### src/rtl/booth_mult.sv
// Radix-2 Booth signed multiplier with a three-state IDLE/RUN/DONE sequencer.
// Optional zero-operand shortcut enabled by defining BOOTH_MULT_ZERO_SHORTCUT_EN.
module booth_mult #(
    parameter int WIDTH = 32
) (
    input  logic             clock,
    input  logic             reset,
    input  logic             start,
    input  logic [WIDTH-1:0] a,
    input  logic [WIDTH-1:0] b,
    output logic [WIDTH-1:0] hi,
    output logic [WIDTH-1:0] lo,
    output logic             busy,
    output logic             done
);

    // state | meaning
    // IDLE  | waiting for start; hi/lo hold the last result
    // RUN   | one Booth recode + arithmetic shift per clock
    // DONE  | result valid, done pulse; start is ignored here
    localparam logic [1:0] IDLE = 2'd0;
    localparam logic [1:0] RUN  = 2'd1;
    localparam logic [1:0] DONE = 2'd2;

    localparam int CW = $clog2(WIDTH + 1);

    logic [1:0]       state;
    logic [WIDTH:0]   mult;
    logic [WIDTH:0]   acc;
    logic [WIDTH:0]   sum;
    logic [WIDTH:0]   accNext;
    logic [WIDTH-1:0] q;
    logic [WIDTH-1:0] qNext;
    logic             qm1;
    logic [CW-1:0]    count;
    logic             zeroOperand;

`ifdef BOOTH_MULT_ZERO_SHORTCUT_EN
    assign zeroOperand = (a == '0) || (b == '0);
`else
    assign zeroOperand = 1'b0;
`endif

    // The extra accumulator bit keeps acc - M exact when M is the most negative value.
    always_comb begin
        sum = acc;
        case ({q[0], qm1})
            2'b01:   sum = acc + mult;
            2'b10:   sum = acc - mult;
            default: sum = acc;
        endcase
        accNext = {sum[WIDTH], sum[WIDTH:1]};
        qNext   = {sum[0], q[WIDTH-1:1]};
    end

    always_ff @(posedge clock or negedge reset) begin
        if (!reset) begin
            state <= IDLE;
            mult  <= '0;
            acc   <= '0;
            q     <= '0;
            qm1   <= 1'b0;
            count <= '0;
            hi    <= '0;
            lo    <= '0;
        end else begin
            case (state)
                IDLE: begin
                    if (start) begin
                        if (zeroOperand) begin
                            hi    <= '0;
                            lo    <= '0;
                            state <= DONE;
                        end else begin
                            mult  <= {a[WIDTH-1], a};
                            acc   <= '0;
                            q     <= b;
                            qm1   <= 1'b0;
                            count <= CW'(WIDTH);
                            state <= RUN;
                        end
                    end
                end
                RUN: begin
                    acc   <= accNext;
                    q     <= qNext;
                    qm1   <= q[0];
                    count <= count - CW'(1);
                    if (count == CW'(1)) begin
                        hi    <= accNext[WIDTH-1:0];
                        lo    <= qNext;
                        state <= DONE;
                    end
                end
                DONE:    state <= IDLE;
                default: state <= IDLE;
            endcase
        end
    end

    assign busy = (state != IDLE);
    assign done = (state == DONE);

endmodule
### config.mk
export PLATFORM = sky130hd
export DESIGN_NAME = booth_mult
export DESIGN_NICKNAME = d
export VERILOG_FILES = /design/src/rtl/booth_mult.sv
export SDC_FILE = /design/constraint.sdc
export NUM_CORES = 1
export LEC_CHECK = 0
export ABC_AREA = 1
export CORE_MARGIN = 1
export CORE_UTILIZATION = 30
export DETAILED_ROUTE_END_ITERATION = 10
export DONT_BUFFER_PORTS = 1
export PLACE_DENSITY = 0.45
export SLEW_MARGIN = 20
export SYNTH_ARGS = -nofsm -noshare
export SYNTH_HDL_FRONTEND = slang
export SYNTH_SLANG_ARGS = --single-unit
### constraint.sdc
create_clock -name clock -period 2.6 [get_ports clock]
set_input_delay 0.39 -clock clock [delete_from_list [all_inputs] [get_ports clock]]
set_output_delay 0.39 -clock clock [all_outputs]
set_load 0.05 [all_outputs]
==> impl_results.md, run 1 <==
* Status: finished with violations
* Violated checks: negative hold slack, negative setup slack
* Post-CTS clock slew at the launch and capture registers of the worst setup and hold paths at 0.08 ns
* Element type at the critical path end: flop
* GR Overflow Total at 0
* Area added between synthesis and finish at 38.5%
* Share of layout cells above drive strength 1 at 32.9%
* Pin count of the biggest net entering global routing at 170
* Category of the critical setup timing path: flop to flop
* Number of optimization iterations in the first detailed-route pass at 5
* Share of synthesized area occupied by flip-flops and latches at 43.5%
* Top-count cell post-synth: sky130_fd_sc_hd__nand2_1
* Share of async-settable or async-resettable flops after synthesis at 100%
* Worst Setup Slack, final at -0.524 ns
* Most area-hungry cell type in the Yosys netlist: sky130_fd_sc_hd__dfrtp_1
* Main synth FF type: sky130_fd_sc_hd__dfrtp_1
* Placer Congestion at between 0.8 and 0.9
* Max Freq at about 320 MHz
* Portion of the clock cycle consumed by the worst path in the final layout at 120%
* First-pass GRT wire length at 49100 um
* Clock tree from TritonCTS: yes
* CTS H-tree depth at 4
* Post-Syn Area per Cell at 7.54 sq um
* Number of antenna violations at the first check in global routing at 0
* Worst endpoint data arrival time at 3.45 ns
* Total core area at 31700 sq um
* Port-buffer cells at 0
* Kind of launch point of the worst setup path: flop
* Number of clock buffers inserted by TritonCTS at 17
* Worst slack at placement at -0.722 ns
* Die Outline Area at between 30000 and 40000 sq um
* DRT iter0 DRCs at between 400 and 500
* Post-synthesis sequential element count at 169
* Number of enable flip-flop cells after synthesis at 0
* DR vias/cell at approximately 4.8
* Largest fanout on the critical path at 3
* Post-layout minimum cycle time at 3.12 ns
* Die Y-Extent at 182 um
* Layout Cell Area excl Fill at 13500 sq um
* Setup clock skew after layout at 0.0144 ns
* Fraction of post-synthesis cell area in the top cell type by area at 43.5%
* Detailed Route WL at 30900 um
* Horizontal extent of the die at between 150 and 200 um
* Ranking of synthesized cells by area: sky130_fd_sc_hd__dfrtp_1 (43%), sky130_fd_sc_hd__nand2_1 (15%), sky130_fd_sc_hd__o21ai_0 (6.0%), sky130_fd_sc_hd__inv_1 (5.4%), sky130_fd_sc_hd__ha_1 (4.6%)
* IO Pins at 133
* Worst-Margin Slew at 0.707 ns
* Antenna Violating Nets Remaining at 0
* Syn Nets at 1393
* Worst relative slew slack at a little over half
* Global-route usage over all layers at 19.1%
* Gate Count Post-Synth at 1289
* Mapped Area at 9720 sq um
* Type of the most critical hold path: input pin to async pin
* Source-to-sink clock delay at the later pin of the worst-skew pair at 0.44 ns
* Number of global-route vias before repair at roughly 8800
* Count of antenna diodes in the layout at 0
* Max clock buf depth at 2
* Number of failing hold endpoints at the final stage at 169
* Post-route worst hold slack at -0.355 ns
* DP Cell Count at about 1800
* Layout Cells excl Fill at 1850
* Number of distinct library cell variants in the gate-level netlist after synthesis at 41
* Count of warnings emitted by yosys at 0
* Number of setup violations in the final report at 50
* Clk sinks at between 150 and 200
* Core Rows at 65
* Wire per inst at 16.7 um
* Detailed placer's ending HPWL at roughly 22000 um
* Data required time at the worst endpoint at 2.93 ns
* Slew Viols, Final at 0
* Initial core utilization at 30.7%
* Routed via count at 8898
* Max capacitance violation total at 0
* Setup repair after global routing missed its margin: true
* Total Nets Final at around 1500
* Commonest cells in the synthesized netlist: sky130_fd_sc_hd__nand2_1 (397), sky130_fd_sc_hd__dfrtp_1 (169), sky130_fd_sc_hd__inv_1 (139), sky130_fd_sc_hd__o21ai_0 (116), sky130_fd_sc_hd__nor2_1 (91)
* Library cell used as clock root buffer: sky130_fd_sc_hd__clkbuf_16
* Placement-stage cell area at 11300 sq um
* Drt drc at 0
==> layout by cell type, fill, tap and decap left out, types with 6 or more instances in the layout <==
cell,netlist,layout
sky130_fd_sc_hd__a21oi_1,45,14
sky130_fd_sc_hd__a21oi_2,3,21
sky130_fd_sc_hd__a21oi_4,0,13
sky130_fd_sc_hd__a22oi_1,31,31
sky130_fd_sc_hd__buf_4,0,154
sky130_fd_sc_hd__buf_6,3,16
sky130_fd_sc_hd__clkbuf_16,0,17
sky130_fd_sc_hd__dfrtp_1,169,169
sky130_fd_sc_hd__ha_1,36,6
sky130_fd_sc_hd__ha_4,0,28
sky130_fd_sc_hd__inv_1,139,121
sky130_fd_sc_hd__inv_2,5,21
sky130_fd_sc_hd__nand2_1,397,346
sky130_fd_sc_hd__nand2_2,7,36
sky130_fd_sc_hd__nand2_4,0,21
sky130_fd_sc_hd__nand3_1,74,46
sky130_fd_sc_hd__nand3_2,3,28
sky130_fd_sc_hd__nor2_1,91,55
sky130_fd_sc_hd__nor2_2,5,23
sky130_fd_sc_hd__nor2_4,2,20
sky130_fd_sc_hd__o211ai_1,12,12
sky130_fd_sc_hd__o21ai_0,116,93
sky130_fd_sc_hd__o21ai_1,19,29
sky130_fd_sc_hd__o21ai_2,2,13
sky130_fd_sc_hd__o22ai_1,7,6
sky130_fd_sc_hd__or2_2,11,10
sky130_fd_sc_hd__xnor2_1,14,7
sky130_fd_sc_hd__xnor2_2,0,6
sky130_fd_sc_hd__xor2_1,21,17
==> sequential cells by signal (all words and copies together), names as in the netlist <==
register  flops
count         6
q            32
lo           32
hi           32
state         2
acc          32
mult         32
qm1           1
==> per-stage QoR <==
step                      utilization [%]  hold WS [ns]  setup TNS, ns
after floorplan                         -        0.0944         -0.269
after global placement               35.6         0.103         -25.81
after detailed placement             35.6         0.103         -25.31
after CTS                            39.9        -0.375         -16.25
after global routing                 42.5        -0.378         -27.81
final                                42.5        -0.355         -17.46
==> critical path: stages (launching register included) <==
cell	delay (ns)
sky130_fd_sc_hd__dfrtp_1	0.40
sky130_fd_sc_hd__inv_2	0.11
sky130_fd_sc_hd__nand3_4	0.09
sky130_fd_sc_hd__nor3_4	0.21
sky130_fd_sc_hd__buf_6	0.14
sky130_fd_sc_hd__nand3_4	0.08
sky130_fd_sc_hd__o31ai_4	0.22
sky130_fd_sc_hd__xor2_1	0.19
sky130_fd_sc_hd__inv_2	0.09
sky130_fd_sc_hd__ha_4	0.22
sky130_fd_sc_hd__buf_6	0.13
sky130_fd_sc_hd__a21oi_4	0.21
sky130_fd_sc_hd__nand2_4	0.09
sky130_fd_sc_hd__a21oi_4	0.17
sky130_fd_sc_hd__nand2_4	0.10
sky130_fd_sc_hd__nand2_2	0.11
sky130_fd_sc_hd__nand2_2	0.06
sky130_fd_sc_hd__nand2_2	0.07
sky130_fd_sc_hd__nand3_2	0.06
sky130_fd_sc_hd__nand2_1	0.06
sky130_fd_sc_hd__nand2_1	0.07
sky130_fd_sc_hd__nand2_1	0.06
sky130_fd_sc_hd__nand2_1	0.05
==> cell families after synthesis <==
family                     share of synthesized area (%)
muxes                                              0.206
AOI/OAI and AO/OA                                   14.8
adders and majority gates                           4.84
DFF                                                 43.5
buffers and inverters                               7.76
xor gates and xnor gates                            3.15
and+or+nand+nor                                     25.7
==> cell type report <==
cell class / instances / area [sq um]
Timing Repair Buffer: 173 / 1400
Fill cell: 3234 / 18300
Clock inverter: 15 / 158
Tap cell: 402 / 503
Sequential cell: 169 / 4230
Clock buffer: 17 / 425
Multi-Input combinational cell: 930 / 6210
Inverter: 144 / 544
==> path summary, 6_finish.rpt <==
kind,startpoint,endpoint,slack (ns),depth (start not counted)
worst max-delay path,mult[0],hi[31],-0.52,22
worst min-delay path,reset,hi[17],-0.35,0
worst max register to register,mult[0],hi[31],-0.52,22
worst min register to register,count[3],count[3],0.51,1
max in group asynchronous,reset,count[2],2.63,0
min in group clock,a[20],mult[20],0.05,2
==> routing by layer <==
layer,routed length [um],vias up,GRT usage (%)
li1,-,4490,-
met1,15100,4213,27.2
met2,13700,169,28.8
met3,1500,26,4.25
met4,586,0,5.78
met5,0,-,0
==> what timing repair did <==
action                                  in CTS  in global routing
setup buffers                               14                 15
hold endpoints to repair                   169                169
pin swaps                                   56                115
endpoints found under the setup margin      52                 53
gates resized for setup                    146                168
Power of run 1 is not shown: default switching activity piles up to over one toggle a cycle in this logic, so the estimate is an artifact.
==> run 2: changes to the inputs <==
--- a/config.mk
+++ b/config.mk
@@ -6,11 +6,12 @@
 export NUM_CORES = 1
 export LEC_CHECK = 0
 export ABC_AREA = 1
+export CAP_MARGIN = 25
 export CORE_MARGIN = 1
 export CORE_UTILIZATION = 30
 export DETAILED_ROUTE_END_ITERATION = 10
 export DONT_BUFFER_PORTS = 1
-export PLACE_DENSITY = 0.45
+export PLACE_DENSITY = 0.44
 export SLEW_MARGIN = 20
 export SYNTH_ARGS = -nofsm -noshare
 export SYNTH_HDL_FRONTEND = slang
==> constraint.sdc (replaced) <==
create_clock -name clock -period 3.4 [get_ports clock]
set_input_delay 0.51 -clock clock [delete_from_list [all_inputs] [get_ports clock]]
set_output_delay 0.51 -clock clock [all_outputs]
set_load 0.05 [all_outputs]
==> impl_results.md, run 2 (synthesized netlist as in run 1, its figures left out) <==
* Setup clock skew after layout at approximately 0.022 ns
* Max capacitance violation total at 0
* First-pass GRT wire length at about 47000 um
* Destination of the critical timing path: hi[21]
* Number of antenna violations at the first check in global routing at 0
* DRT iter0 DRCs at 508
* Total core area at 31700 sq um
* Element type at the critical path end: flop
* Portion of the clock cycle consumed by the worst path in the final layout at 95.4%
* IO Pins at 133
* GRT busiest layer: met2
* Most used cells in the layout excluding fill and tap cells: sky130_fd_sc_hd__nand2_1 (392), sky130_fd_sc_hd__dfrtp_1 (168), sky130_fd_sc_hd__inv_1 (136)
* Fill cell count at roughly 3400
* Worst reg2reg endpoint: hi[21]
* Number of setup violations in the final report at 0
* Post-route worst hold slack at -0.246 ns
* Worst Setup Slack, final at 0.157 ns
* Number of optimization iterations in the first detailed-route pass at 6
* Total Nets Final at 1392
* Placer Congestion at between 0.8 and 0.9
* Die Outline Area at 33100 sq um
* Worst endpoint data arrival time at 3.57 ns
* Number of global-route vias before repair at approximately 8300
* Worst-Margin Slew at 0.935 ns
* Origin of the worst setup path: mult[0]
* Number of clock buffers inserted by TritonCTS at 17
* Wire per inst at about 17 um
* Clk sinks at 169
* Drt drc at 0
* Clock tree from TritonCTS: yes
* Reg-to-reg slack, setup at 0.16 ns
* Worst reg2reg path depth at 18
* Met1 track utilization from global routing at 26.8%
* Leading cell type in the layout, fill and taps excluded: sky130_fd_sc_hd__nand2_1
* Slew Viols, Final at 0
* Global routing met2 resource utilization at between 20% and 30%
* Layout Cell Area excl Fill at between 10000 and 15000 sq um
* Post-layout minimum cycle time at 3.24 ns
* Count of antenna diodes in the layout at 0
* Violated checks: negative hold slack
* Core Rows at 65
* Global-route usage over all layers at 18.4%
* Placement-stage cell area at 10200 sq um
* Status: finished with violations
* Detailed Route WL at 29100 um
* Horizontal extent of the die at 182 um
* Max clock buf depth at 2
* Worst relative slew slack at 37.5%
* DR vias/cell at 4.85
* Category of the critical setup timing path: flop to flop
* Pin count of the biggest net entering global routing at 170
* Max Freq at 308 MHz
* Port-buffer cells at 0
* Reg-to-reg critical path startpoint: mult[0]
* Largest fanout on the critical path at 5
* Data required time at the worst endpoint at 3.73 ns
* Number of failing hold endpoints at the final stage at roughly 170
* Initial core utilization at a little under a third
* Antenna Violating Nets Remaining at 0
* Setup repair after global routing missed its margin: true
* Kind of launch point of the worst setup path: flop
* Source-to-sink clock delay at the later pin of the worst-skew pair at 0.46 ns
* Library cell used as clock root buffer: sky130_fd_sc_hd__clkbuf_16
* Die Y-Extent at 182 um
* Met3 track utilization from global routing at roughly 3.7%
* Detailed placer's ending HPWL at 21300 um
* Routed via count at 8260
* Area added between synthesis and finish at 13.8%
* Share of layout cells above drive strength 1 at 11.3%
* GR Overflow Total at 0
* Type of the most critical hold path: input pin to async pin
* Worst slack at placement at -0.118 ns
* CTS H-tree depth at 4
* Post-layout util at 34.9%
* Post-CTS clock slew at the launch and capture registers of the worst setup and hold paths at 0.07 ns
==> run 2: cell count changes in the layout (fill, tap and decap cells not counted), sizes merged <==
cell / delta
bufinv: +1
clkinv: -2
buf: -147
inv: +2
clkinvlp: -1
==> run 2: cell type report <==
| type | count | area, sq um | share of cell area [%] |
|---|---|---|---|
| clock buffers | 17 | 425 | 3.84 |
| clock inverters | 15 | 179 | 1.62 |
| repair buffers | 26 | 195 | 1.76 |
| multi-input cells | 930 | 4990 | 45.1 |
| inverters | 144 | 542 | 4.90 |
| well taps | 402 | 503 | 4.54 |
| flip-flops and latches | 169 | 4230 | 38.2 |
==> run 2: worst max-delay path, stage by stage (launching register included) <==
cell and delay [ns]:
sky130_fd_sc_hd__dfrtp_1 0.38, sky130_fd_sc_hd__inv_1 0.11, sky130_fd_sc_hd__ha_1 0.17, sky130_fd_sc_hd__nand2_1 0.11, sky130_fd_sc_hd__nor2_4 0.16, sky130_fd_sc_hd__nor2_1 0.08, sky130_fd_sc_hd__a21oi_1 0.15, sky130_fd_sc_hd__xnor2_1 0.20
sky130_fd_sc_hd__inv_1 0.12, sky130_fd_sc_hd__ha_1 0.38, sky130_fd_sc_hd__nand2_1 0.16, sky130_fd_sc_hd__o21bai_1 0.31, sky130_fd_sc_hd__a21oi_1 0.07, sky130_fd_sc_hd__nand2_1 0.16, sky130_fd_sc_hd__nand2_1 0.15, sky130_fd_sc_hd__nand3_1 0.11
sky130_fd_sc_hd__nand3_1 0.12, sky130_fd_sc_hd__nand3_1 0.12, sky130_fd_sc_hd__nand2_1 0.05
==> run 2: metal layers <==
| layer | vias to the layer above | part of all wire, % |
|---|---|---|
| met5 | - | 0 |
| met4 | 0 | 0.87 |
| met3 | 19 | 4.8 |
| met2 | 179 | 43 |
| met1 | 3891 | 51 |
| li1 | 4171 | - |
==> run 2: worst min-delay path by stage <==
stage | start | endpoint | slack (ns)
after floorplan | reset | acc[0] | 0.21
after global placement | reset | lo[17] | 0.22
after detailed placement | reset | q[18] | 0.22
after CTS | reset | q[18] | -0.27
after global routing | reset | q[18] | -0.28
final | reset | q[18] | -0.25
==> run 2: timing repair <==
action	CTS	global route
endpoints found under the setup margin	2	32
hold endpoints to repair	169	169
gates resized for setup	5	57
pin swaps	1	7
buffers inserted	0	3
==> run 2: through the flow <==
step	setup TNS (ns)	cells
6_report	0	1703
4_1_cts	0	1700
3_5_place_dp	-0.228	1668
3_3_place_gp	-0.148	1668
5_1_grt	-0.552	1703
2_1_floorplan	0	1289
Power of run 2 is left out for the same reason.
==> RTL change 1, RTL diff (flow settings as in run 2) <==
Set the parameter `WIDTH` to 16 (it was 32).
--- a/src/rtl/booth_mult.sv
+++ b/src/rtl/booth_mult.sv
@@ -2,5 +2,5 @@
 // Optional zero-operand shortcut enabled by defining BOOTH_MULT_ZERO_SHORTCUT_EN.
 module booth_mult #(
-    parameter int WIDTH = 32
+    parameter int WIDTH = 16
 ) (
     input  logic             clock,
Ports: changed (resized a, b, hi and lo); port bits go from 133 to 69. The function was not compared with the original's and may differ.
==> RTL change 1 against run 2 <==
- sequential cell count shrank 81
- worst setup slack improved by 0.47 ns
- area after synthesis is 49% lower
- final area decreased by 51%
- routed wire length shrank 56%
- critical path depth decreased by 2
- maximum frequency up 17%
- non-clock buffer count is 20 lower
- critical endpoint is now hi[9]
Power is left out: the tool's default activity adds up to more than one toggle a clock period on the data nets, which glitch-free logic cannot reach.
==> RTL change 1: results (changes against run 2) <==
Synthesis
  – Register area share after synthesis: 44.6% (was 43.5%)
  – Mux contribution to synthesized area: 0.203% (was 0.206%)
  – Syn Area/Cell: 7.79 sq um (was 7.54 sq um)
  – Dominant cells by area after synthesis: dfrtp_1, nand2_1, o21ai_0 (unchanged)
  – Post-Syn Nets: 690 (was 1393)
  – Xor/xnor share of the synthesized area: 2.84% (was 3.15%)
  – Adder-cell share of the synthesized area: 5.47% (was 4.84%)
  – Synth top cells by count: nand2_1, dfrtp_1, inv_1 (unchanged)
  – Compound-Gate Fraction of Synth Area: 13.9% (was 14.8%)
  – Yosys cell types: 37 (was 41)

Worst setup path
  – Reg-to-Reg End: hi[9] (was hi[21])
  – Crit path launch: mult[1] (was mult[0])
  – R2R setup slack: 0.62 ns (was 0.16 ns)
  – Critical path's slowest cell: dfrtp_1 (unchanged)
  – Arr. time, crit path: 3.01 ns (was 3.57 ns)
  – FF-to-FF path depth: 16 (was 18)
  – Delay-heaviest family, CP: compound AO/OA/AOI/OAI gates (was simple AND/OR/NAND/NOR gates)
  – Largest stage delay on the critical path: 0.38 ns (about the same)
  – Worst Path Max Fanout: 6 (was 5)

Final layout
  – Fillcell total: 1805 (was 3427)
  – Layout net count: 686 (was 1392)
  – Fin cells: 851 (was 1703)
  – Layout cells sized above 1: 7.40% (was 11.3%)

GRT
  – Vias in the first global route: 4097 (was 8317)
  – First-pass GRT wire length: 21.4 mm (was 47.2 mm)
  – Largest net degree at the start of global routing: 89 (was 170)

Drt
  – Initial DRC count: 191 (was 508)
  – Wire per inst: 14.9 microns (was 17.1 microns)
  – Vias per cell: 4.67 (was 4.85)
  – First-pass DRT Iterations: 4 (was 6)

Timing
  – Max transition margin: 40.3% (was 37.5%)
  – Max Clock Skew: 0.00641 ns (was 0.0220 ns)
  – Hold slack final: 0.0324 ns (was -0.246 ns)

Placed design
  – RePlAce Congestion: 0.851 (was 0.864)
  – HPWL after DPL: 9.22 mm (was 21.3 mm)
  – Placed cells: 834 (was 1668)

CTS
  – H-Tree Level Count: 3 (was 4)
  – CTS Buf Count: 9 (was 17)
  – Worst-Skew Late Latency: 0.35 ns (was 0.46 ns)

Outcome
  – Outcome: completed (was finished with violations)
-- RTL change 1: cell count changes after synthesis, moves of 15 or more --
cell	run 2	this run
inv_1	139	82
ha_1	36	20
o21ai_1	19	3
a21oi_1	45	14
dfrtp_1	169	88
o21ai_0	116	64
nand2_1	397	193
a22oi_1	31	16
nor2_1	91	30
nand3_1	74	34
-- RTL change 1: final cells by class --
class / count / area [sq um] / area share (%)
Inverter: 86 / 323 / 5.92
Sequential cell: 88 / 2200 / 40.4
Multi-Input combinational cell: 439 / 2290 / 41.9
Timing Repair Buffer: 6 / 65.1 / 1.19
Clock inverter: 6 / 67.6 / 1.24
Clock buffer: 10 / 239 / 4.38
Tap cell: 216 / 270 / 4.96
-- RTL change 1: how the worst max path moves through the flow --
stage	end	slack, ns	cells after the start
2_1_floorplan	hi[9]	0.99	16
4_1_cts	hi[9]	0.57	16
6_report	hi[9]	0.62	16
3_5_place_dp	hi[9]	0.56	16
5_1_grt	hi[15]	0.19	19
3_3_place_gp	hi[15]	0.52	23
-- RTL change 1: through the flow --
| stage | utilization, % | instance area (sq um) |
|---|---|---|
| detailed placement | 32.0 | 5120 |
| floorplan | - | 4940 |
| CTS | 34.1 | 5450 |
| global placement | 32.0 | 5120 |
| global route | 34.1 | 5450 |
| finish | 34.1 | 5450 |
-- RTL change 1: routing by layer --
layer  track usage [%]  share of wire, %  up-vias
li1                  -                 -     2027
met1              21.7                47     1861
met2              27.1                47       73
met3              3.32               4.5       11
met4              6.29               1.5        0
met5                 0                 0        -
-- RTL change 1: repair_timing --
item | in CTS | in global routing
resized for setup | 0 | 0
setup buffers | 0 | 0
hold buffers | 1 | 0
endpoints found under the hold margin | 88 | 0
==> RTL change 2, RTL diff (settings of run 2) <==
Without the edit above. Reset style: synchronous (`reset`), changed in one clocked block.
--- a/src/rtl/booth_mult.sv
+++ b/src/rtl/booth_mult.sv
@@ -54,5 +54,5 @@
     end
 
-    always_ff @(posedge clock or negedge reset) begin
+    always_ff @(posedge clock) begin
         if (!reset) begin
             state <= IDLE;
Check against the original RTL: differs if reset is asserted again (counterexample within 4 cycles, from zero or initial values and one cycle with reset low); with reset held inactive, the same outputs for 10 cycles.
==> RTL change 2 against run 2 <==
- core utilization rose by 1.4 points
- non-clock buffer count rose by 13
- global-route usage rose by 0.81 points
- count of clock-buffer cells in the layout rose by 2
- cell count rose by 2.9%
- final area fell by 1.7%
- routed wire length rose by 2.2%
- sequential cell count did not move
- worst setup slack improved by 0.032 ns
- area after synthesis fell by 5.3%
- critical endpoint is now hi[27]
- highest routed layer unchanged
==> RTL change 2: results (changes against run 2) <==
GRT
  – Met2 Use GR: 29.3% (was 27.9%)
  – Largest net degree at the start of global routing: 111 (was 170)
  – Total track usage: 19.2% (was 18.4%)
  – Vias in the first global route: 8022 (was 8317)
  – Grt met1 use: 27.2% (was 26.8%)
  – First-pass GRT wire length: 45.6 mm (was 47.2 mm)
  – Met3 Usage GRT: 3.59% (was 3.67%)
  – Initial antenna violation count: 0 (unchanged)

Drt
  – Met2 WL: 13.3 mm (was 12.6 mm)
  – Initial DRC count: 587 (was 508)
  – Met3 wire len: 1.10 mm (was 1.39 mm)
  – Wire per inst: 17.0 microns (was 17.1 microns)
  – First-pass DRT Iterations: 5 (was 6)
  – Wire length on met1: 15.0 mm (was 14.9 mm)
  – Vias: 8576 (was 8260)

Synthesis
  – Dominant cells by area after synthesis: dfxtp_1, nand2_1, nor2_1 (was dfrtp_1, nand2_1, o21ai_0)
  – Yosys cell types: 47 (was 41)
  – Register area share after synthesis: 36.7% (was 43.5%)
  – Adder-cell share of the synthesized area: 5.11% (was 4.84%)
  – Fraction of registers with async set/reset: 0% (was 100%)
  – Synth top cells by count: nand2_1, nor2_1, dfxtp_1 (was nand2_1, dfrtp_1, inv_1)
  – Compound-Gate Fraction of Synth Area: 20.1% (was 14.8%)
  – Xor/xnor share of the synthesized area: 3.33% (was 3.15%)
  – Mux contribution to synthesized area: 0.217% (was 0.206%)
  – YS warnings: 0 (unchanged)

Pwr
  – Leak pwr: around 0.0047 uW
  – VDD IR max: between 300 and 400 uV
  – Net switching power: between 2000 and 2500 uW

Timing
  – Max transition margin: 39.1% (was 37.5%)
  – Max Clock Skew: 0.0121 ns (was 0.0220 ns)
  – Final hold vios: 0 (was 169)
  – Final-report max-slew violation count: 0 (unchanged)

Outcome
  – Outcome: completed (was finished with violations)

Worst setup path
  – Largest stage delay on the critical path: 0.36 ns (was 0.38 ns)
  – Critical path's slowest cell: ha_2 (was dfrtp_1)
  – Arr. time, crit path: 3.55 ns (was 3.57 ns)
  – Delay-heaviest family, CP: simple AND/OR/NAND/NOR gates (unchanged)

Placed design
  – HPWL after DPL: 22.3 mm (was 21.3 mm)
  – Port bufs: 0 (unchanged)
  – RePlAce Congestion: 0.963 (was 0.864)

CTS
  – Worst-Skew Late Latency: 0.44 ns (was 0.46 ns)
  – CTS clk-pin slew, worst paths: 0.07 ns (about the same)
  – H-Tree Level Count: 4 (unchanged)
  – Worst-case clock buffer depth: 2 (unchanged)
  – CTS Buf Count: 17 (unchanged)

Min path
  – Class of the worst hold path: input pin to flip-flop (was input pin to async pin)

Final layout
  – Fillcell total: 3333 (was 3427)
  – Layout net count: 1453 (was 1392)
  – Layout cells sized above 1: 14.6% (was 11.3%)
  – ANT cells: 0 (unchanged)
## RTL change 2: per-stage QoR
step / setup WS [ns] / area [sq um] / setup TNS [ns] / cells
final: 0.189 / 10900 / 0 / 1752
after global routing: -0.0461 / 10900 / -0.162 / 1752
after CTS: 0.00149 / 10300 / 0 / 1746
after detailed placement: -0.127 / 9720 / -0.289 / 1714
after global placement: -0.176 / 9720 / -0.473 / 1714
after floorplan: 0.510 / 9210 / 0 / 1349
## RTL change 2: area by class of cell
class	count	area share [%]
Clock buffer	19	3.98
Timing Repair Buffer	39	2.84
Multi-Input combinational cell	963	50.5
Sequential cell	169	31.2
Clock inverter	13	1.50
Inverter	159	5.53
Tap cell	390	4.49
## RTL change 2: what timing repair did
| action | 4_1_cts | 5_1_grt |
|---|---|---|
| hold buffers | 0 | 0 |
| endpoints found under the setup margin | 9 | 31 |
| buffers inserted | 0 | 6 |
| gates cloned | 0 | 0 |
| gates resized for setup | 5 | 131 |
| pin swaps | 0 | 36 |
## RTL change 2: kinds of logic after synthesis
family / Yosys count
flops: 169
compound gates: 318
mux: 2
buf+inv: 217
simple gates: 571
xor+xnor: 35
fa+ha+maj: 37
## RTL change 2: worst paths after layout
path                              start  endpoint  slack, ns  cells after the start
worst max-delay path            mult[0]    hi[27]       0.19                     20
worst max register to register  mult[0]    hi[27]       0.19                     20
worst min register to register    q[21]    lo[20]       0.48                      2
worst min-delay path              reset     q[16]       0.21                      2
## RTL change 2: power by group through the flow
stage | clock network [uW] | logic [uW] | registers, uW
after detailed placement | 0 | 1460 | 2430
after CTS | 2060 | 1470 | 2390
after floorplan | 0 | 1050 | 2390
final | 1990 | 1620 | 2390
after global placement | 0 | 1460 | 2430
after global routing | 2150 | 1810 | 2410
